[src/rtl/ika87ad_membus_pkg.sv]
// Shared types and helpers for the IKA87AD memory-bus arbiter.
package ika87ad_membus_pkg;

    typedef enum logic [2:0] {
        StIdle,
        StCpuRd,
        StCpuRdLat,
        StCpuWr,
        StHostRd,
        StHostRdLat,
        StHostWr
    } state_e;

    localparam logic [7:0] OpenBusDefault = 8'hFF;

    // True when a CPU address falls inside the 2^aw byte window starting at base.
    function automatic logic in_window(input logic [15:0] addr, input logic [15:0] base,
                                       input int unsigned aw);
        return (addr >> aw) == (base >> aw);
    endfunction

endpackage

[src/rtl/ika87ad_membus_edge.sv]
// Registers one active-low CPU strobe and flags its falling edge.
module ika87ad_membus_edge (
    input  logic clk_i,
    input  logic rst_i,
    input  logic strobe_n_i,
    output logic strobe_q_o,
    output logic fall_o
);

    logic strobe_q;

    // Strobe history register; idles high so reset never looks like an edge.
    always_ff @(posedge clk_i) begin
        if (rst_i) begin
            strobe_q <= 1'b1;
        end else begin
            strobe_q <= strobe_n_i;
        end
    end

    assign strobe_q_o = strobe_q;
    // Edge is qualified by the registered previous level and the level being sampled now.
    assign fall_o     = strobe_q & ~strobe_n_i;

endmodule

[src/rtl/ika87ad_membus_arb.sv]
// Arbitrates one synchronous single-port RAM between the IKA87AD CPU bus and a host port.
// CPU accesses always win; a CPU edge seen during a host access is parked and served next.
module ika87ad_membus_arb
    import ika87ad_membus_pkg::*;
#(
    parameter int unsigned AW       = 12,
    parameter logic [15:0] BASE     = 16'h0000,
    parameter logic [7:0]  OPEN_BUS = OpenBusDefault
) (
    input  logic          i_EMUCLK,
    input  logic          i_RESET,
    input  logic [15:0]   i_CPU_A,
    input  logic          i_CPU_RD_n,
    input  logic          i_CPU_WR_n,
    input  logic [7:0]    i_CPU_DO,
    output logic [7:0]    o_CPU_DI,
    input  logic          i_HOST_REQ,
    input  logic          i_HOST_WE,
    input  logic [AW-1:0] i_HOST_A,
    input  logic [7:0]    i_HOST_D,
    output logic          o_HOST_ACK,
    output logic [7:0]    o_HOST_Q,
    output logic [AW-1:0] o_RAM_A,
    output logic          o_RAM_WE,
    output logic [7:0]    o_RAM_D,
    input  logic [7:0]    i_RAM_Q
);

    logic rd_q, wr_q, rd_fall, wr_fall;

    ika87ad_membus_edge u_rd_edge (
        .clk_i      (i_EMUCLK),
        .rst_i      (i_RESET),
        .strobe_n_i (i_CPU_RD_n),
        .strobe_q_o (rd_q),
        .fall_o     (rd_fall)
    );

    ika87ad_membus_edge u_wr_edge (
        .clk_i      (i_EMUCLK),
        .rst_i      (i_RESET),
        .strobe_n_i (i_CPU_WR_n),
        .strobe_q_o (wr_q),
        .fall_o     (wr_fall)
    );

    state_e        state_q;
    logic          pend_q, pend_wr_q;
    logic [15:0]   pend_a_q;
    logic [7:0]    cpu_di_q, host_q_q, ram_d_q;
    logic          host_ack_q, ram_we_q;
    logic [AW-1:0] ram_a_q;

    logic          live_wr, live_rd, live_any;
    logic          start_any, start_wr, start_hit, host_ok;
    logic [15:0]   start_a;

    // A read edge while WR_n is low is dropped: simultaneous strobes mean write.
    assign live_wr  = wr_fall;
    assign live_rd  = rd_fall & i_CPU_WR_n;
    assign live_any = live_wr | live_rd;

    // Select the CPU cycle to start: a parked edge first, otherwise a fresh one.
    always_comb begin
        start_any = pend_q | live_any;
        start_wr  = pend_q ? pend_wr_q : live_wr;
        start_a   = pend_q ? pend_a_q : i_CPU_A;
        start_hit = in_window(start_a, BASE, AW);
        host_ok   = i_HOST_REQ & rd_q & wr_q & ~host_ack_q;
    end

    // Arbiter FSM with registered RAM, CPU and host outputs.
    always_ff @(posedge i_EMUCLK) begin
        if (i_RESET) begin
            state_q    <= StIdle;
            pend_q     <= 1'b0;
            pend_wr_q  <= 1'b0;
            pend_a_q   <= '0;
            cpu_di_q   <= OPEN_BUS;
            host_q_q   <= '0;
            host_ack_q <= 1'b0;
            ram_we_q   <= 1'b0;
            ram_a_q    <= '0;
            ram_d_q    <= '0;
        end else begin
            host_ack_q <= 1'b0;
            ram_we_q   <= 1'b0;
            if (state_q != StIdle && live_any) begin
                pend_q    <= 1'b1;
                pend_wr_q <= live_wr;
                pend_a_q  <= i_CPU_A;
            end
            unique case (state_q)
                StIdle: begin
                    if (start_any) begin
                        // Consuming a parked edge; re-park a fresh one arriving this cycle.
                        if (pend_q) begin
                            pend_q    <= live_any;
                            pend_wr_q <= live_wr;
                            pend_a_q  <= i_CPU_A;
                        end
                        if (start_hit) begin
                            ram_a_q <= start_a[AW-1:0];
                            if (start_wr) begin
                                ram_we_q <= 1'b1;
                                ram_d_q  <= i_CPU_DO;
                                state_q  <= StCpuWr;
                            end else begin
                                state_q  <= StCpuRd;
                            end
                        end else if (!start_wr) begin
                            cpu_di_q <= OPEN_BUS;
                        end
                    end else if (host_ok) begin
                        ram_a_q <= i_HOST_A;
                        if (i_HOST_WE) begin
                            ram_we_q   <= 1'b1;
                            ram_d_q    <= i_HOST_D;
                            host_ack_q <= 1'b1;
                            state_q    <= StHostWr;
                        end else begin
                            state_q    <= StHostRd;
                        end
                    end
                end
                StCpuRd:     state_q <= StCpuRdLat;
                StCpuRdLat: begin
                    cpu_di_q <= i_RAM_Q;
                    state_q  <= StIdle;
                end
                StCpuWr:     state_q <= StIdle;
                StHostRd:    state_q <= StHostRdLat;
                StHostRdLat: begin
                    host_q_q   <= i_RAM_Q;
                    host_ack_q <= 1'b1;
                    state_q    <= StIdle;
                end
                StHostWr:    state_q <= StIdle;
                default:     state_q <= StIdle;
            endcase
        end
    end

    assign o_CPU_DI   = cpu_di_q;
    assign o_HOST_ACK = host_ack_q;
    assign o_HOST_Q   = host_q_q;
    assign o_RAM_A    = ram_a_q;
    assign o_RAM_WE   = ram_we_q;
    assign o_RAM_D    = ram_d_q;

endmodule

[config.mk]
export PLATFORM = sky130hd
export DESIGN_NAME = ika87ad_membus_arb
export DESIGN_NICKNAME = d
export VERILOG_FILES = /design/src/rtl/ika87ad_membus_pkg.sv /design/src/rtl/ika87ad_membus_edge.sv /design/src/rtl/ika87ad_membus_arb.sv
export SDC_FILE = /design/constraint.sdc
export NUM_CORES = 1
export LEC_CHECK = 0
export ABC_AREA = 1
export BUFFER_PORTS_ARGS = -buffer_cell sky130_fd_sc_hd__buf_2
export CORE_ASPECT_RATIO = 1.75
export CORE_MARGIN = 5
export CORE_UTILIZATION = 40
export CTS_BUF_LIST = sky130_fd_sc_hd__clkbuf_8
export DETAILED_ROUTE_END_ITERATION = 8
export GPL_TIMING_DRIVEN = 0
export PLACE_DENSITY = 0.68
export SLEW_MARGIN = 5
export SYNTH_ARGS = -nofsm -noshare
export SYNTH_HDL_FRONTEND = slang
export SYNTH_HIERARCHICAL = 1
export SYNTH_SLANG_ARGS = --single-unit
[constraint.sdc]
create_clock -name i_EMUCLK -period 1.6 [get_ports i_EMUCLK]
set_clock_uncertainty 0.15 [all_clocks]
set_input_delay 0.08 -clock i_EMUCLK [delete_from_list [all_inputs] [get_ports i_EMUCLK]]
set_output_delay 0.08 -clock i_EMUCLK [all_outputs]
set_load 0.005 [all_outputs]
## After elaboration in Yosys (flattened, before gate mapping)

Index checks and enable logic that the tools add are counted.
Widths: inputs -> output; s select.

| storage, ports and cells | value |
|---|---|
| input port bits | 58 |
| register bits | 61 |
| word-level logic and storage cells | 86 |

| cells by class | value |
|---|---|
| bitwise logic cells | 12 |
| mux-type cells | 39 |
| eq/ne operators | 11 |
| reductions and logical operators | 12 |

Operators with widths:

| kind | count |
|---|---|
| $mux 16 | 5 |
| $mux 8 | 8 |
| $mux 12 | 3 |
| $logic_not 16->1 | 1 |
| $pmux 8 s2 | 1 |
| $mux 1 | 15 |
| $mux 3 | 3 |
| $pmux 3 s3 | 1 |
| $and 1x1->1 | 6 |
| $eq 3x3->1 const B | 2 |
| $ne 2x2->1 const B | 3 |
| $ne 3x3->1 const B | 2 |
| $reduce_bool 2->1 | 3 |
| $reduce_and 5->1 | 1 |
| $mux 2 | 2 |
| $ne 2x1->1 const B | 2 |
| $not 1->1 | 4 |
| $reduce_and 4->1 | 1 |
| $eq 3x1->1 const B | 1 |
| $eq 3x2->1 const B | 1 |
| $logic_not 3->1 | 1 |
| $reduce_and 3->1 | 1 |
| $reduce_bool 3->1 | 1 |
| $or 1x1->1 | 2 |
| 4 further kinds | 4 |

## Depth between registers and ports, before layout

| depth | value |
|---|---|
| depth in word-level cells | 9 |
| depth in mapped cells | 12 |
| mapped depth without buffers | 10 |

## Cells and area by module

Netlist, hierarchy kept.

Modules (own cells, without submodules):

| module | sequential area each (µm²) | area an instance (µm²) | cells an instance | times used |
|---|---|---|---|---|
| ika87ad_membus_arb | 1181.1 | 2911.5 | 448 | 1 |
| ika87ad_membus_edge | 20.0 | 38.8 | 6 | 2 |

## Least setup slack after synthesis

OpenSTA, ideal clock, no wires.

| path | value |
|---|---|
| path type | flip-flop to flip-flop |
| start point | reg u_wr_edge.strobe_q (netlist: u_wr_edge/strobe_q_o) |
| end point | reg cpu_di_q[0] (netlist: o_CPU_DI[0]) |
| required time | 1.316 ns |
| slack | -0.086 ns |
| cell stages (with the launch flop) | 10 |
| setup time | 0.134 ns |
| arrival | 1.403 ns |
| period minus slack after synthesis | 1.686 ns |
| cell sequence | dfxtp_1 > inv_1 > nor2_1 > nor2_8 > nand2_4 > nand2_1 > a21oi_4 > nand2_2 > nand2_1 > nand3_1 |

| between the ends | value |
|---|---|
| word-level cells in the longest chain between the ends | 5 |
| elaborated cells between the ends (all ways) | 7 |
| classes of those cells | 2 x eq/ne; 1 x mux; 3 x bitwise; 1 x reduce/logical |

Ends and longest elaborated chain:

| what | RTL line | text |
|---|---|---|
| start: declaration | ika87ad_membus_edge.sv:10 | `logic strobe_q;` |
| start signal: assignment | ika87ad_membus_edge.sv:17 | `strobe_q <= strobe_n_i;` |
| $and 1x1->1 (*) | ika87ad_membus_edge.sv:23 | `assign fall_o = strobe_q & ~strobe_n_i;` |
| net live_wr | ika87ad_membus_arb.sv:54 | `logic live_wr, live_rd, live_any;` |
| $or 1x1->1 | ika87ad_membus_arb.sv:61 | `assign live_any = live_wr \| live_rd;` |
| $or 1x1->1 | ika87ad_membus_arb.sv:65 | `start_any = pend_q \| live_any;` |
| $ne 2x2->1 (no source line) | n/a |  |
| $reduce_and 4->1 (no source line) (*) | n/a |  |
| end signal: assignment | ika87ad_membus_arb.sv:128 | `cpu_di_q <= i_RAM_Q;` |
| end: declaration | ika87ad_membus_arb.sv:50 | `logic [7:0] cpu_di_q, host_q_q, ram_d_q;` |

The timed path passes the listed nets; every way through them passes the cells marked *.
A chain may end at the register's enable or synchronous reset.

## Worst setup path in the final report

| path | value |
|---|---|
| start point | reg u_rd_edge.strobe_q (netlist: u_rd_edge/strobe_q_o) |
| end point | reg ram_a_q[10] (netlist: o_RAM_A[10]) |

| between the ends | value |
|---|---|
| word-level cells in the longest chain between the ends | 6 |
| elaborated cells between the ends (all ways) | 11 |
| classes of those cells | 1 x eq/ne; 1 x mux; 7 x bitwise; 2 x reduce/logical |

Ends and longest elaborated chain:

| what | RTL line | text |
|---|---|---|
| start: declaration | ika87ad_membus_edge.sv:10 |  |
| start signal: assignment | ika87ad_membus_edge.sv:17 |  |
| $and 1x1->1 (*) | ika87ad_membus_edge.sv:23 |  |
| net rd_fall | ika87ad_membus_arb.sv:29 | `logic rd_q, wr_q, rd_fall, wr_fall;` |
| $and 1x1->1 (*) | ika87ad_membus_arb.sv:60 | `assign live_rd = rd_fall & i_CPU_WR_n;` |
| $or 1x1->1 (*) | ika87ad_membus_arb.sv:61 |  |
| $or 1x1->1 (*) | ika87ad_membus_arb.sv:65 |  |
| $ne 2x1->1 (no source line) / $reduce_bool 2->1 (equally long branches) | n/a |  |
| $reduce_and 3->1 (no source line) | n/a |  |
| end signal: assignment | ika87ad_membus_arb.sv:103 | `ram_a_q <= start_a[AW-1:0];` |
| end signal: assignment | ika87ad_membus_arb.sv:115 | `ram_a_q <= i_HOST_A;` |
| end: declaration | ika87ad_membus_arb.sv:52 | `logic [AW-1:0] ram_a_q;` |

Marked as above.

==> results_dict.tcl <==
set metrics [dict create \
    cpMaxStageDelayCell "dfxtp_2" \
    worstPathArrival_ns 1.71 \
    synthCells 460 \
    outcome "finished, violations left" \
    crit_fanout 6 \
    grt_pass1_wl_um 14700 \
    path_cells "inv_1 -> nor2_1 -> nand2_1 -> buf_6 -> nand2_8 -> nand3_2 -> nand3_4 -> clkbuf_16 -> nand2_1 -> nand2_1 -> nor2_1" \
    p_total_mw 7.53 \
    overflow 0 \
    grt_pass1_vias 3336 \
    gp_congestion 0.838 \
    finalSetupViolations 2 \
    synth_cell_type_count 26 \
    routed_wl_um 9130 \
    avgRoutedWirePerCell_um 12.8 \
    drive_gt1_share_pct 28.2 \
    std_cell_rows 41 \
    slew_headroom_pct 60.3 \
    cts_buffers 9 \
    period_share_pct 100 \
    dr_total_vias 3398 \
    nNetsFinal 680 \
    critPathMaxStageDelay_ns 0.32 \
    core_sq_um 7230 \
    cp.required_ns 1.70 \
    postRouteAntennaNets 0 \
    drt_first_pass_iters 4 \
    antenna_found_initial 1 \
    nFillCells 662 \
    crit_path_end_kind "register" \
    grt_use_total_pct 20.2 \
    critPathBufInv 3 \
    pwr-share-seq_pct 30.8 \
    fmax_ghz 0.623 \
    pwr-share-clk_pct 17.7 \
    clk_pin_slew_ns 0.07 \
    die_w_um 75.3 \
    comb_power_share_pct 51.5 \
    cts_num_sinks 61 \
    p_leak_nw 2.34 \
    grt_max_degree 12 \
    syn_to_final_growth_pct 49.9 \
    ir_drop_mv 1.10 \
    path_class "reg -> reg" \
    holdCritPathClass "in -> reg" \
    place_hpwl_um 6300 \
    cts_tree "done" \
    syn_avg_cell_area_sq_um 6.50 \
    drc_errors 0 \
    cts_root_buf "clkbuf_8" \
    p_int_mw 4.41 \
    cap_violations 0 \
    vias_per_cell 4.76 \
    syn-cell-area_sq_um 2990 \
    finalCriticalPeriod_ns 1.60 \
    path_delay_family "simple AND/OR/NAND/NOR gates" \
    cts_buffer_depth 2 \
    ios 96 \
    multi_input_area_sq_um 1500 \
    dr.first_iter.drc_count 125 \
    htreeDepth 3 \
    holdWs_ns 0.0122 \
    die_area_sq_um 9370 \
    layout_common_cells "nand2_1, buf_2, inv_1, nor2_1, dfxtp_1" \
    synth_fp_nets 518 \
    slew_viol_final 0 \
    p_sw_share_pct 41.5 \
    register_area_sq_um 1220 \
    crit_path_start_kind "register" \
    yosysSeqAreaShare_pct 40.9 \
    timing_hold_violations_final 0 \
    yosysWarnings 6 \
    clock_insertion_delay_worst_skew_ns 0.35 \
    layout_commonest_cell "nand2_1" \
    p_per_area_nw_per_um2 1680 \
    worst_pin_slew_ns 0.595 \
    path_common_cell "nand2_1" \
    portBuffers 95 \
    netSwitchingPower_mw 3.12 \
    die_y_um 124 \
    synth-seq-cells 61 \
    rsz0062_at_grt "yes" \
    initial_core_util_pct 41.3 \
    fin_ws_ns -0.00475 \
    violations "negative setup slack" \
]
sequential cells by signal (all words and copies together), names as in the netlist:
name and cells:
u_wr_edge/strobe_q_o 1, o_HOST_Q 8, o_CPU_DI 8, pend_a_q 16, o_RAM_WE 1, u_rd_edge/strobe_q_o 1, pend_wr_q 1, o_RAM_A 12
pend_q 1, state_q 3, o_RAM_D 8, o_HOST_ACK 1
power groups by stage:
stage / clock, mW / combinational (mW) / sequential [mW]
after detailed placement: 0 / 3.04 / 2.33
final: 1.33 / 3.88 / 2.32
after global placement: 0 / 2.98 / 2.31
after floorplan: 0 / 2.09 / 2.33
after global routing: 1.44 / 4.34 / 2.38
after CTS: 1.36 / 3.52 / 2.31
routing by layer:
| metal | vias to the layer above | GRT usage, % | share of wire (%) |
|---|---|---|---|
| met4 | 0 | 10.9 | 4.9 |
| met2 | 111 | 35.9 | 53 |
| met5 | - | 0 | 0 |
| li1 | 1751 | - | - |
| met1 | 1503 | 19.7 | 36 |
| met3 | 33 | 5.90 | 6.0 |
cells by family after synthesis:
logic type,synth area share (%)
buffers and inverters,12.3
AOI/OAI and AO/OA,12.0
and+or+nand+nor,34.9
DFF,40.9
cell type report:
cell class | count | area share (%)
clock inverters | 7 | 1.48
well taps | 86 | 2.40
multi-input cells | 309 | 33.4
clock buffers | 9 | 2.76
diodes | 1 | 0.0558
flip-flops and latches | 61 | 27.3
repair buffers | 151 | 23.1
inverters | 69 | 5.95
plain buffers | 21 | 3.46
repair_timing:
| item | in CTS | in global routing |
|---|---|---|
| setup endpoints to repair | 49 | 50 |
| buffers inserted | 8 | 2 |
| gates resized for setup | 25 | 43 |
| hold buffers | 42 | 0 |
| pin swaps | 6 | 6 |
| gates cloned | 2 | 2 |
| hold endpoints to repair | 48 | 0 |
Yosys cell counts:
library cell,instances,area (sq um)
nand2_2,2,12.5
nand3_1,30,150
inv_2,2,7.51
a21oi_1,23,115
o22ai_1,1,6.26
o21ai_1,2,10.0
nor2_1,65,244
buf_1,1,3.75
inv_1,66,248
nor2_8,2,40.0
o21ai_2,1,8.76
nand3_4,1,17.5
buf_6,1,11.3
o21ai_4,1,16.3
o21ai_0,37,185
a21oi_4,1,16.3
nand3_2,2,20.0
nand4_1,8,50.1
dfxtp_1,61,1220
buf_4,3,22.5
nand2_4,1,11.3
buf_2,6,30.0
inv_4,1,6.26
or2_2,1,6.26
clkbuf_1,10,37.5
nand2_1,131,492
final timing paths:
path              depth (start not counted)  slack (ns)                        to                            start
setup reg to reg                         11      -0.005  o_RAM_A[10]$_SDFFE_PP0P_  u_rd_edge/strobe_q_o$_SDFF_PP1_
hold reg to reg                           2        0.29  o_HOST_Q[5]$_SDFFE_PP0P_         o_HOST_Q[5]$_SDFFE_PP0P_
hold / removal                            7        0.01   o_RAM_D[5]$_SDFFE_PP0P_                      i_CPU_DO[5]
setup / recovery                         11      -0.005  o_RAM_A[10]$_SDFFE_PP0P_  u_rd_edge/strobe_q_o$_SDFF_PP1_
tightest hold or removal path: stages:
cell	delay (ns)
buf_2	0.08
nand2_1	0.04
nand2_1	0.05
inv_1	0.03
nand4_1	0.07
nand2_1	0.05
nor2_1	0.07
per-stage QoR:
step / util, % / instances / setup slack, ns / cell area (sq um) / setup TNS, ns
after floorplan: - / 460 / 0.0139 / 3000 / 0
after global placement: 49.5 / 641 / -0.224 / 3580 / -6.29
after detailed placement: 49.5 / 641 / -0.247 / 3580 / -7.33
after CTS: 60.1 / 709 / -0.00588 / 4350 / -0.0119
after global routing: 62.0 / 714 / -0.156 / 4480 / -4.69
final: 62.0 / 714 / -0.00475 / 4480 / -0.00725
Power figures use the tool's default switching activity.
